[src/rtl/cla_adder_pipe.sv]
// Two-stage pipelined block carry-lookahead adder/subtractor with valid/ready handshaking.
// Optional signed-overflow output enabled by defining CLA_ADDER_PIPE_OVF_EN.
module cla_adder_pipe #(
  parameter int WIDTH = 16,
  parameter int GROUP = 4
) (
  input  logic             clk,
  input  logic             rst_n,
  input  logic             in_valid,
  output logic             in_ready,
  input  logic [WIDTH-1:0] in_a,
  input  logic [WIDTH-1:0] in_b,
  input  logic             in_cin,
  input  logic             in_sub,
  output logic             out_valid,
  input  logic             out_ready,
  output logic [WIDTH-1:0] out_sum,
  output logic             out_cout,
  output logic             out_ovf
);

  localparam int NGRP = WIDTH / GROUP;

  if ((WIDTH % GROUP) != 0 || GROUP < 2 || GROUP > 8) begin : g_param_check
    $error("cla_adder_pipe: WIDTH must be a multiple of GROUP and GROUP must be 2..8");
  end

  logic vld_p1_q, vld_p1_d;
  logic vld_p2_q, vld_p2_d;
  logic out_adv, accept, adv_p1;

  always_comb begin
    out_adv  = ~vld_p2_q | out_ready;
    in_ready = ~vld_p1_q | out_adv;
    accept   = in_valid & in_ready;
    adv_p1   = vld_p1_q & out_adv;
    vld_p1_d = accept | (vld_p1_q & ~out_adv);
    vld_p2_d = out_adv ? vld_p1_q : vld_p2_q;
  end

  // Stage 0 -> 1: bit propagate/generate and per-group lookahead terms
  logic [WIDTH-1:0] b_x_p0, p_p0, g_p0;
  logic [NGRP-1:0]  gp_p0, gg_p0;
  logic             c0_p0;

  logic [WIDTH-1:0] p_p1_q, p_p1_d, g_p1_q, g_p1_d;
  logic [NGRP-1:0]  gp_p1_q, gp_p1_d, gg_p1_q, gg_p1_d;
  logic             c0_p1_q, c0_p1_d;

  always_comb begin
    b_x_p0 = in_b ^ {WIDTH{in_sub}};
    c0_p0  = in_sub | in_cin;
    p_p0   = in_a ^ b_x_p0;
    g_p0   = in_a & b_x_p0;
    gp_p0  = '1;
    gg_p0  = '0;
    for (int k = 0; k < NGRP; k++) begin
      for (int j = 0; j < GROUP; j++) begin
        gp_p0[k] = gp_p0[k] & p_p0[k*GROUP+j];
        gg_p0[k] = g_p0[k*GROUP+j] | (p_p0[k*GROUP+j] & gg_p0[k]);
      end
    end
  end

  always_comb begin
    p_p1_d  = accept ? p_p0  : p_p1_q;
    g_p1_d  = accept ? g_p0  : g_p1_q;
    gp_p1_d = accept ? gp_p0 : gp_p1_q;
    gg_p1_d = accept ? gg_p0 : gg_p1_q;
    c0_p1_d = accept ? c0_p0 : c0_p1_q;
  end

  always_ff @(posedge clk) begin
    p_p1_q  <= p_p1_d;
    g_p1_q  <= g_p1_d;
    gp_p1_q <= gp_p1_d;
    gg_p1_q <= gg_p1_d;
    c0_p1_q <= c0_p1_d;
  end

  // Stage 1 -> 2: group carry chain, intra-group lookahead carries, sum
  logic [NGRP:0]    gc_p1;
  logic [WIDTH:0]   c_p1;
  logic             gacc_p1, pacc_p1;
  logic [WIDTH-1:0] sum_p2_q, sum_p2_d;
  logic             cout_p2_q, cout_p2_d;

  always_comb begin
    gc_p1   = '0;
    c_p1    = '0;
    gacc_p1 = 1'b0;
    pacc_p1 = 1'b1;
    gc_p1[0] = c0_p1_q;
    for (int k = 0; k < NGRP; k++) begin
      gc_p1[k+1] = gg_p1_q[k] | (gp_p1_q[k] & gc_p1[k]);
    end
    for (int k = 0; k < NGRP; k++) begin
      for (int j = 0; j < GROUP; j++) begin
        gacc_p1 = 1'b0;
        pacc_p1 = 1'b1;
        for (int i = 0; i < j; i++) begin
          gacc_p1 = g_p1_q[k*GROUP+i] | (p_p1_q[k*GROUP+i] & gacc_p1);
          pacc_p1 = pacc_p1 & p_p1_q[k*GROUP+i];
        end
        c_p1[k*GROUP+j] = gacc_p1 | (pacc_p1 & gc_p1[k]);
      end
    end
    c_p1[WIDTH] = gc_p1[NGRP];
    sum_p2_d  = adv_p1 ? (p_p1_q ^ c_p1[WIDTH-1:0]) : sum_p2_q;
    cout_p2_d = adv_p1 ? c_p1[WIDTH] : cout_p2_q;
  end

  always_ff @(posedge clk or negedge rst_n) begin
    if (!rst_n) begin
      vld_p1_q  <= 1'b0;
      vld_p2_q  <= 1'b0;
      sum_p2_q  <= '0;
      cout_p2_q <= 1'b0;
    end else begin
      vld_p1_q  <= vld_p1_d;
      vld_p2_q  <= vld_p2_d;
      sum_p2_q  <= sum_p2_d;
      cout_p2_q <= cout_p2_d;
    end
  end

`ifdef CLA_ADDER_PIPE_OVF_EN
  // Signed overflow: carry into the MSB differs from carry out of it
  logic ovf_p2_q, ovf_p2_d;

  always_comb begin
    ovf_p2_d = adv_p1 ? (c_p1[WIDTH-1] ^ c_p1[WIDTH]) : ovf_p2_q;
  end

  always_ff @(posedge clk or negedge rst_n) begin
    if (!rst_n) ovf_p2_q <= 1'b0;
    else        ovf_p2_q <= ovf_p2_d;
  end

  assign out_ovf = ovf_p2_q;
`else
  assign out_ovf = 1'b0;
`endif

  assign out_valid = vld_p2_q;
  assign out_sum   = sum_p2_q;
  assign out_cout  = cout_p2_q;

endmodule
[config.mk]
export PLATFORM = sky130hd
export DESIGN_NAME = cla_adder_pipe
export DESIGN_NICKNAME = d
export VERILOG_FILES = /design/src/rtl/cla_adder_pipe.sv
export SDC_FILE = /design/constraint.sdc
export NUM_CORES = 1
export LEC_CHECK = 0
export CAP_MARGIN = 5
export CORE_MARGIN = 8
export CORE_UTILIZATION = 67
export CTS_CLUSTER_DIAMETER = 60
export DETAILED_ROUTE_END_ITERATION = 8
export DONT_BUFFER_PORTS = 1
export PLACE_DENSITY = 0.8
export SYNTH_ARGS = -nofsm -noshare
export SYNTH_HDL_FRONTEND = slang
export SYNTH_SLANG_ARGS = --single-unit
[constraint.sdc]
create_clock -name clk -period 3.6 [get_ports clk]
set_input_delay 0.54 -clock clk [delete_from_list [all_inputs] [get_ports clk]]
set_output_delay 0.54 -clock clk [all_outputs]
set_load 0.01 [all_outputs]
---- Word level (Yosys, flattened, before mapping) ----
Cells that the tools add are included.
word-level totals
  bits of input ports ..................... 38
  bits in registers ....................... 59
cells by class
  bitwise logic cells ..................... 106
operator list
  kind              number
  $and A1 B1 Y1     59
  $xor A16 B16 Y16  3
  $or A1 B1 Y1      40
  $and A16 B16 Y16  1
  $not A1 Y1        3

---- Depth between registers and ports, before layout ----
  word-level depth ........................ 9
  mapped depth ............................ 8
  gate-level depth less buffers ........... 7

---- Least setup slack after synthesis ----
Ideal clock, no wire load.
  path type ............................... input port to flip-flop
  start ................................... input out_ready
  end ..................................... register c0_p1_q (enable)
  data required time ...................... 3,202 ps
  stages .................................. 3
  slack ................................... 1,558 ps
  arrival time ............................ 1,644 ps
  path through ............................ nor2b_4 nand2_1 and2_1
on the way
  cells in the longest elaborated chain, start to end .. 3
RTL lines
  what                    RTL line  RTL
  start: declaration      16        input logic out_ready,
  $or A1 B1 Y1            33        out_adv = ~vld_p2_q | out_ready;
  $or A1 B1 Y1            34        in_ready = ~vld_p1_q | out_adv;
  named net in_ready      10        output logic in_ready,
  $and A1 B1 Y1           35        accept = in_valid & in_ready;
  named net accept        30        logic out_adv, accept, adv_p1;
  end signal: assignment  78        c0_p1_q <= c0_p1_d;
  end: declaration        48        logic c0_p1_q, c0_p1_d;
The timed path passes the listed nets, and every way through them passes these cells.
A chain may end at the register's enable or synchronous reset.

---- Final worst setup path ----
  start ................................... register vld_p2_q (netlist: out_valid)
  end ..................................... register sum_p2_q[15] (netlist: out_sum[15])
on the way
  cells in the longest elaborated chain, start to end .. 3
RTL lines
  what                      RTL line  RTL
  start: declaration        29        logic vld_p2_q, vld_p2_d;
  start signal: assignment  121       vld_p2_q <= vld_p2_d;
  $not A1 Y1                33
  $or A1 B1 Y1              33
  $and A1 B1 Y1             36        adv_p1 = vld_p1_q & out_adv;
  end signal: assignment    122       sum_p2_q <= sum_p2_d;
  end: declaration          85        logic [WIDTH-1:0] sum_p2_q, sum_p2_d;
Every way passes these cells.

==> summary.md <==
| Metric | Value |
|---|---|
| Run status | complete, no violations |
| Total met2 wirelength after detailed routing | 2.57 mm |
| DR WL/cell | roughly 19 um |
| Number of distinct standard cells referenced by the synthesized netlist | 42 |
| Part of the total power dissipated in combinational logic | about 14% |
| Max-cap violation count | 0 |
| Wire length of the first global-routing pass | approximately 8.3 mm |
| Detail-routed via count per cell | between 6 and 7 |
| Async S/R FF share, synth | about a third |
| Finish-stage setup viols | 0 |
| Sequential share of power | a little under three fifths |
| Drt drc | 0 |
| Post-synthesis net count | ~280 |
| Height of the chip | ~80 um |
| Core box area | around 4000 sq um |
| Maximum operating frequency | roughly 520 MHz |
| Library cell used as clock root buffer | clkbuf_8 |
| Hold Path End | vld_p1_q |
| Setup repair after global routing missed its margin | no |
| Required time at the worst-slack endpoint | just under 4 ns |
| Clock Sink Count | between 50 and 60 |
| Total number of vias | around 1.7k |
| Area growth from synthesis to layout | 5.78% |
| Ant diodes | 0 |
| Cell at the slowest stage of the critical path | nor2b_1 |
| Number of optimization iterations in the first detailed-route pass | 4 |
| Int Pwr | ~0.0011 W |
| Type of the worst min-delay path | in -> reg |
| Number of cells on the worst reg-to-reg path | 4 |
| Highest fanout seen on the critical path | 14 |
| Origin of the critical flop-to-flop path | out_valid |
| Metal-1 WL | 2.07 mm |
| Mean area per synthesized cell | 12.4 sq um |
| Slew of the pin with the lowest slew margin | between 1 and 1.5 ns |
| Placement Rows | 23 |
| Net switching power figure | around 0.00041 W |
| Largest net degree at the start of global routing | 38 |
| I/O Buffers | 0 |
| # resized after CTS | 0 |
| Number of post-CTS setup repair buffers | 0 |
| Switching share of power | a little over a quarter |
| Leakage power | approximately 1.2 nW |
| Largest vdd supply drop | ~330 uV |
| TritonCTS clock tree | yes |
| Area of the die | about 6400 sq um |
| Half-perimeter wire length after placement | a little over 4 mm |
| Clock Tree Buf Depth | 2 |
| DR WL met3 | 413 um |
| Uppermost signal routing layer after detailed routing | met4 |
| Remaining global-route overflow | 0 |
| Drt first-iter violations | 95 |
| Post-synthesis cell area | around 2800 sq um |
| FF-to-FF setup slack | around 1.7 ns |
| TritonCTS Buffers | 5 |
| Deepest level of the CTS H-tree | 2 |
| Hold violation total from the final report | 0 |
| Count of state elements after synthesis | 56 |
| Starting Density | around 70% |
| Width of the chip | 80.3 um |
| CP arrival | 2.17 ns |
| Most used flip-flop cell after synthesis | edfxtp_1 |
| Number of antenna violations at the first check in global routing | 0 |
| Power share of the clock group | between 20% and 30% |
| Endpoint of the most critical register-to-register path | out_sum[15] |
| Remaining number of nets flagged by the antenna check after routing | 0 |
| Overall routing resource usage | around 17% |
| Post-route clock skew | ~0.011 ns |
| Worst Setup Start Kind | register |
| Number of global-route vias before repair | around 1.8k |
| Number of max-slew violations in the final report | 0 |
| Post-Route WL | a little over 5 mm |
| Fraction of layout instances using a drive strength above 1 | 7.11% |
| I/O pin total | 58 |
| Final critical-path required period | approximately 1.9 ns |
| Post-cts hold buffer count | 1 |
| Crit-path cells | nor2b_4 > nor2b_1 > and4_4 > a211o_1 |
| Max incr delay on CP | roughly 0.80 ns |
| Post-route setup TNS | 0 ns |
| Commonest non-fill, non-tap cells in the layout | edfxtp_1 (37), nand2_1 (22), xor2_1 (20), ha_1 (20), dfrtp_1 (19) |
| Number of nets in the layout | about 280 |
| Min-Delay Path Depth | 1 |
| Relative max-transition margin | between 20% and 30% |
| Synthesized instance count | approximately 220 |
| Final critical-path share of the clock period | between 50% and 60% |
| Share of synthesized area occupied by flip-flops and latches | ~57% |
| Endpoint type of the worst setup path | register |
| EDFF count, synth | 37 |
| Dpl cell area | between 2000 and 3000 sq um |
| Worst min-delay path startpoint | in_valid |
| Post-route standard cell area excluding fillers | ~3000 sq um |
| Startpoint-to-endpoint class of the critical path | reg -> reg |
| Worst-skew pair later-pin latency | between 0.3 and 0.4 ns |
| Clock slew at the register clock pins of the worst setup and hold paths | 0.10 ns |
| Leading cell type in the layout, fill and taps excluded | edfxtp_1 |
| Power density cells | about 530 nW/um^2 |
| Ys Warns | 0 |
| Routability congestion estimate | 0.896 |
-- worst max-delay path by stage --
| stage | from | endpoint | slack (ns) | cells past startpoint |
|---|---|---|---|---|
| after global routing | out_valid | out_sum[6] | 1.50 | 4 |
| final | out_valid | out_sum[15] | 1.68 | 4 |
| after detailed placement | out_ready | out_sum[15] | 1.69 | 4 |
| after floorplan | out_ready | c0_p1_q | 1.56 | 3 |
| after global placement | out_ready | out_sum[15] | 1.76 | 4 |
| after CTS | out_valid | out_sum[15] | 1.67 | 4 |
-- cells in the mapped netlist (all sizes together) (3+ instances only) --
| master | n | area (sq um) |
|---|---|---|
| buf | 6 | 38.8 |
| dfrtp | 19 | 475 |
| nand2b | 6 | 45.0 |
| nand2 | 22 | 82.6 |
| a21o | 4 | 30.0 |
| edfxtp | 37 | 1110 |
| xor2 | 20 | 175 |
| nor2b | 7 | 51.3 |
| inv | 6 | 22.5 |
| a211oi | 4 | 35.0 |
| or4 | 4 | 30.0 |
| o21ai | 17 | 85.1 |
| o2111ai | 3 | 26.3 |
| nand3 | 5 | 25.0 |
| a21oi | 10 | 50.1 |
| mux2i | 3 | 30.0 |
| and4 | 5 | 46.3 |
| nor2 | 7 | 26.3 |
| ha | 20 | 250 |
-- metrics by stage --
step                      hold slack [ns]  std cells  util, %  power [W]  worst slack [ns]
final                               0.346        275     73.2    0.00154              1.68
after global routing                0.349        275     73.2    0.00162              1.50
after detailed placement            0.245        266     69.8    0.00112              1.69
after floorplan                     0.244        223        -    0.00105              1.56
after global placement              0.245        266     69.8    0.00110              1.76
after CTS                           0.341        275     73.2    0.00155              1.67
-- cell families after synthesis --
| group | share of synthesized area [%] |
|---|---|
| multiplexers | 1.08 |
| other | 0.135 |
| adder cells (fa/ha/maj) | 9.04 |
| flip-flops | 57.3 |
| AO/OA/AOI/OAI | 10.6 |
| XOR/XNOR | 6.64 |
| buffers and inverters | 2.49 |
| AND/OR/NAND/NOR | 12.7 |
-- worst max-delay path, delay by kind of cell (launching register included) --
family	cells	cell delay (ns)
AO/OA/AOI/OAI	1	0.09
flip-flops	1	0.43
AND/OR/NAND/NOR	3	1.33
-- power groups by stage --
stage | combinational (W) | clock, W | sequential, W
floorplan | 0.000178 | 0 | 0.000875
global placement | 0.000203 | 0 | 0.000896
detailed placement | 0.000218 | 0 | 0.000902
CTS | 0.000224 | 0.000439 | 0.000887
global route | 0.000256 | 0.000470 | 0.000897
finish | 0.000223 | 0.000434 | 0.000885
-- metal layers --
layer | track usage, % | vias to the layer above
li1 | - | 811
met3 | 5.80 | 6
met2 | 27.6 | 54
met1 | 19.1 | 804
met4 | 5.82 | 0
met5 | 0 | -
-- area by class of cell --
type | instances | area, sq um
inverters | 6 | 22.5
flip-flops and latches | 56 | 1590
fillers | 275 | 1070
clock buffers | 7 | 96.3
clock inverters | 1 | 30.0
multi-input cells | 153 | 1110
repair buffers | 2 | 17.5
well taps | 50 | 62.6
-- state kept, by name (all words and copies together), names as in the netlist --
name and count:
out_sum 16, p_p1_q 16, g_p1_q 12, gg_p1_q 4, gp_p1_q 4, c0_p1_q 1, out_cout 1, out_valid 1
vld_p1_q 1
Note: power is estimated with default switching activity, not from simulation.
